<file path="src/rtl/muu_repeat_header_splitter.sv">
// muu_repeat_header_splitter
//
// Upstream command stage for the data repeater. A single input stream carries
// a header word followed by payload words. Each valid header becomes one
// count/size config handshake, and exactly `size` payload words are then
// forwarded through a 2-entry output skid buffer. A header with count=0 has
// its payload consumed and discarded. A header with size=0 has no payload.
// Both kinds are counted as rejects.
//
// Ports
//   clk, rst                   clock, synchronous active-high reset
//   s_axis_tdata/tvalid/tready/tlast
//                              input stream (header, then payload)
//   m_config_count/size/valid/ready
//                              config handshake towards the repeater
//   m_axis_tdata/tvalid/tready payload stream towards the repeater
//   hdr_reject_cnt             saturating count of rejected headers
//   tlast_err                  sticky flag for a tlast/framing disagreement
//   busy                       high outside HDR or while payload is buffered
//
// Handshake rule: a word moves on any interface only in a cycle where both
// valid and ready are high at the rising clock edge. A valid, once raised,
// holds its data stable until it is accepted.
module muu_repeat_header_splitter #(
    parameter int DATA_WIDTH = 512
) (
    input  logic                  clk,
    input  logic                  rst,
    input  logic [DATA_WIDTH-1:0] s_axis_tdata,
    input  logic                  s_axis_tvalid,
    output logic                  s_axis_tready,
    input  logic                  s_axis_tlast,
    output logic [7:0]            m_config_count,
    output logic [7:0]            m_config_size,
    output logic                  m_config_valid,
    input  logic                  m_config_ready,
    output logic [DATA_WIDTH-1:0] m_axis_tdata,
    output logic                  m_axis_tvalid,
    input  logic                  m_axis_tready,
    output logic [15:0]           hdr_reject_cnt,
    output logic                  tlast_err,
    output logic                  busy
);

    localparam logic [1:0] ST_HDR  = 2'd0;
    localparam logic [1:0] ST_CFG  = 2'd1;
    localparam logic [1:0] ST_PAY  = 2'd2;
    localparam logic [1:0] ST_DROP = 2'd3;

    logic [1:0]            state_q, state_d;
    logic [7:0]            cnt_q, cnt_d;
    logic [7:0]            cfg_count_q, cfg_count_d;
    logic [7:0]            cfg_size_q, cfg_size_d;
    logic [15:0]           rej_q;
    logic                  tlast_err_q;
    logic                  rej_inc;
    logic                  tlast_bad;

    // Skid buffer: buf0_q is the head presented on m_axis.
    logic [DATA_WIDTH-1:0] buf0_q, buf1_q;
    logic [1:0]            fcnt_q;

    logic                  s_acc;
    logic                  push;
    logic                  pop;
    logic                  last_word;
    logic [7:0]            hdr_count;
    logic [7:0]            hdr_size;

    assign hdr_count = s_axis_tdata[7:0];
    assign hdr_size  = s_axis_tdata[15:8];
    assign last_word = (cnt_q == 8'd1);

    // Ready is forced low while reset is asserted so nothing is taken in the
    // reset cycle itself.
    always_comb begin
        s_axis_tready = 1'b0;
        case (state_q)
            ST_HDR:  s_axis_tready = 1'b1;
            ST_CFG:  s_axis_tready = 1'b0;
            ST_PAY:  s_axis_tready = (fcnt_q != 2'd2);
            ST_DROP: s_axis_tready = 1'b1;
            default: s_axis_tready = 1'b0;
        endcase
        if (rst) s_axis_tready = 1'b0;
    end

    assign s_acc = s_axis_tvalid & s_axis_tready;
    assign push  = s_acc & (state_q == ST_PAY);
    assign pop   = m_axis_tvalid & m_axis_tready;

    always_comb begin
        state_d     = state_q;
        cnt_d       = cnt_q;
        cfg_count_d = cfg_count_q;
        cfg_size_d  = cfg_size_q;
        rej_inc     = 1'b0;
        tlast_bad   = 1'b0;
        case (state_q)
            ST_HDR: begin
                if (s_acc) begin
                    if (hdr_size == 8'd0) begin
                        rej_inc = 1'b1;
                    end else if (hdr_count == 8'd0) begin
                        rej_inc = 1'b1;
                        cnt_d   = hdr_size;
                        state_d = ST_DROP;
                    end else begin
                        cnt_d       = hdr_size;
                        cfg_count_d = hdr_count;
                        cfg_size_d  = hdr_size;
                        state_d     = ST_CFG;
                    end
                end
            end
            ST_CFG: begin
                if (m_config_ready) state_d = ST_PAY;
            end
            ST_PAY, ST_DROP: begin
                if (s_acc) begin
                    if (cnt_q != 8'd0) cnt_d = cnt_q - 8'd1;
                    tlast_bad = (s_axis_tlast != last_word);
                    if (last_word) state_d = ST_HDR;
                end
            end
            default: state_d = ST_HDR;
        endcase
    end

    always_ff @(posedge clk) begin
        if (rst) begin
            state_q     <= ST_HDR;
            cnt_q       <= 8'd0;
            cfg_count_q <= 8'd0;
            cfg_size_q  <= 8'd0;
            rej_q       <= 16'd0;
            tlast_err_q <= 1'b0;
        end else begin
            state_q     <= state_d;
            cnt_q       <= cnt_d;
            cfg_count_q <= cfg_count_d;
            cfg_size_q  <= cfg_size_d;
            if (rej_inc && (rej_q != 16'hFFFF)) rej_q <= rej_q + 16'd1;
            if (tlast_bad) tlast_err_q <= 1'b1;
        end
    end

    // Two-entry FIFO. A push is only possible when not full, so the
    // simultaneous push/pop cases never overflow.
    always_ff @(posedge clk) begin
        if (rst) begin
            buf0_q <= '0;
            buf1_q <= '0;
            fcnt_q <= 2'd0;
        end else begin
            if (push && pop) begin
                if (fcnt_q == 2'd2) begin
                    buf0_q <= buf1_q;
                    buf1_q <= s_axis_tdata;
                end else begin
                    buf0_q <= s_axis_tdata;
                end
            end else if (pop) begin
                buf0_q <= buf1_q;
                fcnt_q <= fcnt_q - 2'd1;
            end else if (push) begin
                if (fcnt_q == 2'd0) buf0_q <= s_axis_tdata;
                else                buf1_q <= s_axis_tdata;
                fcnt_q <= fcnt_q + 2'd1;
            end
        end
    end

    assign m_config_valid = (state_q == ST_CFG);
    assign m_config_count = cfg_count_q;
    assign m_config_size  = cfg_size_q;
    assign m_axis_tvalid  = (fcnt_q != 2'd0);
    assign m_axis_tdata   = buf0_q;
    assign hdr_reject_cnt = rej_q;
    assign tlast_err      = tlast_err_q;
    assign busy           = (state_q != ST_HDR) || (fcnt_q != 2'd0);

endmodule

</file>
<file path="config.mk">
export PLATFORM = sky130hd
export DESIGN_NAME = muu_repeat_header_splitter
export DESIGN_NICKNAME = d
export VERILOG_FILES = /design/src/rtl/muu_repeat_header_splitter.sv
export SDC_FILE = /design/constraint.sdc
export NUM_CORES = 2
export LEC_CHECK = 0
export BUFFER_PORTS_ARGS = -buffer_cell sky130_fd_sc_hd__buf_2
export CAP_MARGIN = 20
export CORE_AREA = 2 2 415 417
export DETAILED_ROUTE_END_ITERATION = 10
export DIE_AREA = 0 0 417 419
export PLACE_DENSITY_LB_ADDON = 0.25
export SLEW_MARGIN = 40
export SYNTH_ARGS = -nofsm -noshare
export SYNTH_HDL_FRONTEND = slang
export SYNTH_SLANG_ARGS = --single-unit
</file>
<file path="constraint.sdc">
create_clock -name clk -period 2.8 [get_ports clk]
set_input_delay 0.14 -clock clk [delete_from_list [all_inputs] [get_ports clk]]
set_output_delay 0.14 -clock clk [all_outputs]
set_load 0.005 [all_outputs]
</file>
## Word level (Yosys, flattened, before mapping)

Cells that the tools add are included.

| word-level totals | value |
|---|---|
| logic and storage cells | 91 |
| output and inout bits | 549 |
| input port bits | 518 |
| flip-flop bits (word level) | 1069 |

| operators by class | value |
|---|---|
| reduce and logical (&&, ||, !) cells | 23 |
| bitwise gates (word level) | 6 |
| multiplexer cells | 32 |
| add/subtract/negate cells | 4 |
| equality and inequality tests | 17 |

Operators by type and width:

| cell | count |
|---|---|
| $mux W512 | 10 |
| $mux W8 | 4 |
| $add A16 B1 Y16 const B | 1 |
| $logic_not A8 Y1 | 2 |
| $mux W2 | 8 |
| $ne A16 B16 Y1 const B | 1 |
| $pmux W8 S2 | 1 |
| $ne A2 B2 Y1 const B | 7 |
| $reduce_and A5 Y1 | 2 |
| $reduce_bool A2 Y1 | 5 |
| $eq A8 B1 Y1 const B | 1 |
| $reduce_and A4 Y1 | 2 |
| $reduce_bool A8 Y1 | 1 |
| $sub A8 B1 Y8 const B | 1 |
| $mux W1 | 7 |
| $eq A2 B2 Y1 const B | 3 |
| $ne A2 B1 Y1 const B | 3 |
| $pmux W2 S3 | 1 |
| $reduce_bool A3 Y1 | 2 |
| $logic_not A2 Y1 | 2 |
| $reduce_and A2 Y1 | 2 |
| $reduce_or A2 Y1 | 2 |
| $and A1 B1 Y1 | 3 |
| $not A1 Y1 | 3 |
| 7 further kinds | 8 |

## Depth between registers and ports, before layout

| logic depth | value |
|---|---|
| word-level depth | 9 |
| depth in mapped cells | 14 |
| mapped depth without buffers | 11 |

## Worst setup path after synthesis

OpenSTA, ideal clock, no wires.

| timing path | value |
|---|---|
| path type | register to register |
| start point | reg state_q[1] |
| end point | reg buf0_q[472] (netlist: m_axis_tdata[472]) |
| period minus slack after synthesis | 2685 ps |
| setup time | 134 ps |
| required time | 2666 ps |
| slack | 115 ps |
| buffers on the path | 2 |
| stages on the path, launching flop included | 14 |
| arrival time | 2551 ps |
| cells stage by stage | dfxtp_1 -> inv_1 -> ha_1 -> nand3b_1 -> and4_4 -> nand2_2 -> inv_2 -> ha_1 -> a21oi_1 -> o21ai_0 -> buf_2 -> buf_1 -> mux2i_1 -> a211oi_1 |

| between the ends | value |
|---|---|
| longest elaborated chain between the ends | 9 |
| elaborated cells on any way between the ends | 14 |
| classes of those cells | eq/ne (3); mux (3); bitwise (2); reduce/logical (6) |

Ends and longest elaborated chain:

| what | line | RTL |
|---|---|---|
| from (decl) | 50 | `logic [1:0] state_q, state_d;` |
| from (signal assigned) | 139 | `state_q <= state_d;` |
| $eq A2 B2 Y1 or $logic_not A2 Y1 (tied branches) | 78 | `case (state_q)` |
| $reduce_or A2 Y1 (no line) | n/a |  |
| $pmux W1 S3 | 78 |  |
| $mux W1 | 85 | `if (rst) s_axis_tready = 1'b0;` |
| $and A1 B1 Y1 | 88 | `assign s_acc = s_axis_tvalid & s_axis_tready;` |
| $and A1 B1 Y1 (*) | 89 | `assign push = s_acc & (state_q == ST_PAY);` |
| $logic_and A1 B1 Y1 | 156 | `if (push && pop) begin` |
| $reduce_bool A3 Y1 (no line) | n/a |  |
| $reduce_and A2 Y1 (no line) | n/a |  |
| to (signal assigned) | 158 | `buf0_q <= buf1_q;` |
| to (signal assigned) | 161 | `buf0_q <= s_axis_tdata;` |
| to (signal assigned) | 164 | `buf0_q <= buf1_q;` |
| to (decl) | 60 | `logic [DATA_WIDTH-1:0] buf0_q, buf1_q;` |

Mark *: on every way between the ends. The rest lies on a longest branch, timed or not.
A chain may end at the register's enable or synchronous reset.

## Worst setup path after layout

| timing path | value |
|---|---|
| start point | reg state_q[1] |
| end point | reg buf0_q[279] (netlist: m_axis_tdata[279]) |

The elaborated chain is that of the path after synthesis.

==> impl_metrics.env <==
export IMPL_antenna_found_initial=42
export IMPL_cts_buffers=130
export IMPL_dieArea_um2=175000
export IMPL_syn_to_final_growth_pct=43.5
export IMPL_boundaryPins=1067
export IMPL_synth_edf_count=0
export IMPL_drive_gt1_frac=0.247
export IMPL_viasPerCell=4.54
export IMPL_hp_class="in -> reg"
export IMPL_ys_seq_area_frac=0.504
export IMPL_path_clk_slew_ns=0.06
export IMPL_cp_start_kind="flop"
export IMPL_port_buffers=1066
export IMPL_start_util=0.249
export IMPL_setup_viol_count_final=0
export IMPL_asyncSetResetFlopFracSynth=0
export IMPL_ys_ff_latch=1069
export IMPL_power_density_nw_per_um2=725
export IMPL_power_leakage_nw=26.7
export IMPL_utilization=0.357
export IMPL_synth_ff_type="dfxtp_1"
export IMPL_hpwl_mm=119
export IMPL_mostFrequentLayoutCells="dfxtp_1, buf_2, nand2_1"
export IMPL_fin_cells=8652
export IMPL_die_h_um=419
export IMPL_netlist_instances=4774
export IMPL_place_congestion=0.840
export IMPL_outcome="finished, final reports clean"
export IMPL_cp_max_fo=10
export IMPL_grt_max_degree=174
export IMPL_critical_path_endpoint_type="flop"
export IMPL_drt_wl_total_mm=166
export IMPL_rsz0062_at_grt="yes"
export IMPL_grt_pass1_wl_mm=240
export IMPL_wl_per_cell_um=19.1
export IMPL_die_w_um=417
export IMPL_final_common_cell="dfxtp_1"
export IMPL_cts_tree="done"
export IMPL_slew_viol_final=0
export IMPL_cts_sinks=1069
export IMPL_dp_cells=7854
export IMPL_grt_pass1_vias=37115
export IMPL_maxSlewHeadroom=0.391
export IMPL_synth_cell_area_um2=42500
export IMPL_vias=39282
export IMPL_worst_slew_pin_slew_ns=0.914
export IMPL_critical_path_arrival_ns=3.41
export IMPL_drt_pass1_iter_count=5
export IMPL_track_usage=0.180
export IMPL_drc_errors=0
export IMPL_synth_top_area_frac=0.504
export IMPL_finalNetCount=6824
export IMPL_synth_top_area_cell="dfxtp_1"
export IMPL_finClkSkew_ns=0.0280
export IMPL_ys_types=56
export IMPL_synth_nets=5302
export IMPL_coreArea_um2=171000
export IMPL_synth_area_leaders="dfxtp_1, mux2i_1, nand2_1"
export IMPL_criticalPathCategory="reg -> reg"
export IMPL_fin_crit_ns=2.72
export IMPL_root_buffer="clkbuf_16"
export IMPL_peakVddDrop_mv=0.598
export IMPL_required_ns=3.49
export IMPL_clock_path_buffers=3
export IMPL_ant_nets=0
export IMPL_hold_viol_final=0
export IMPL_clk_latency_ns=0.78
export IMPL_min_period_over_period=0.973
export IMPL_drtIter0Drc=2348
export IMPL_gr_total_overflow=0
export IMPL_ys_warn_count=0
export IMPL_max_freq_mhz=367
export IMPL_syn_avg_cell_area_um2=8.90
export IMPL_cap_violations=0
export IMPL_row_count=152
export IMPL_htreeDepth=4
-- synth_stat cells, types with 4 or more instances --
cell / instances
dfxtp_1: 1069
nand2_1: 1033
nor2_1: 547
a21oi_1: 532
mux2i_1: 530
a211oi_1: 484
buf_2: 224
clkbuf_1: 128
buf_6: 42
a211oi_2: 30
buf_4: 15
o31ai_1: 13
or4_1: 13
inv_1: 12
o21ai_0: 11
ha_1: 10
nand3_1: 6
nand4_1: 6
or3_1: 6
nand2b_1: 5
nor3_1: 5
o311ai_0: 4
-- worst max-delay path, stage by stage, from the launching register on --
cell and delay, ns:
dfxtp_1 0.32, buf_4 0.15, ha_1 0.19, nand2b_4 0.14
and4_4 0.18, nand2_4 0.07, inv_2 0.05, ha_4 0.18
a21oi_4 0.16, o21ai_4 0.08, buf_12 0.15, buf_12 0.15
buf_8 0.20, mux2i_4 0.19, buf_4 0.14, a211oi_1 0.21
-- path summary, 6_finish.rpt --
kind                       startpoint                              to  slack, ns  cells after the start
max           state_q[1]$_SDFFE_PP0P_  m_axis_tdata[279]$_SDFFE_PP0P_       0.08                     15
min reg2reg  buf1_q[273]$_SDFFE_PP0P_        buf1_q[273]$_SDFFE_PP0P_       0.45                      2
max reg2reg   state_q[1]$_SDFFE_PP0P_  m_axis_tdata[279]$_SDFFE_PP0P_       0.08                     15
min                 s_axis_tdata[431]        buf1_q[431]$_SDFFE_PP0P_       0.14                      4
-- registers in the layout (all words and copies together), names as in the netlist --
name            cells
buf1_q            512
m_axis_tdata      512
hdr_reject_cnt     16
cnt_q               8
m_config_count      8
m_config_size       8
fcnt_q              2
state_q             2
tlast_err           1
-- area by class of cell --
cell class	instances	area, um^2
fill	17539	110000
timing repair buffer	1802	13200
clock buffer	201	3940
inverter	13	48.8
sequential	1069	21400
tap	2233	2790
antenna	27	67.6
multi-input combinational	3280	19200
clock inverter	27	379
-- logic make-up (layout without fill, tap and decap cells) --
family / Yosys count / in the layout / share of synthesized area
simple gates: 1642 / 1642 / 0.150
fa+ha+maj: 10 / 10 / 0.00294
flops: 1069 / 1069 / 0.504
buf+inv: 425 / 2043 / 0.0529
mux: 530 / 530 / 0.125
compound gates: 1095 / 1095 / 0.166
xor+xnor: 3 / 3 / 0.000618
other cells: 0 / 27 / 0
-- power by group --
part / internal, mW / switching (mW) / total, mW
clock network: 10.2 / 6.92 / 17.1
registers: 16.7 / 0.870 / 17.6
logic: 4.24 / 5.26 / 9.50
-- through the flow --
stage                     setup WS (ns)  setup TNS (ns)  hold slack [ns]  power, mW  instance area [um^2]
after floorplan                   0.115               0            0.276       22.5                 42500
after global placement           -0.168          -11.80            0.391       26.5                 50700
after detailed placement         -0.173          -26.07            0.398       26.6                 50700
after CTS                        0.0235               0           0.0515       44.7                 60500
after global routing            -0.0518           -1.27            0.105       46.3                 60900
final                            0.0759               0            0.140       44.2                 61000
-- metal layers --
| layer | vias up | share of wire | global-route usage |
|---|---|---|---|
| li1 | 19579 | - | - |
| met1 | 18307 | 0.41 | 0.213 |
| met2 | 1012 | 0.47 | 0.292 |
| met3 | 360 | 0.059 | 0.0476 |
| met4 | 24 | 0.061 | 0.107 |
| met5 | - | 0.00085 | 0 |
-- repair_timing --
action | 4_1_cts | 5_1_grt
pin swaps | 4 | 18
setup buffers | 6 | 16
cloned | 2 | 2
hold endpoints to repair | 1067 | 0
setup endpoints to repair | 702 | 738
hold buffers | 518 | 0
gates resized for setup | 35 | 51
Note: power is estimated with default switching activity, not from simulation.
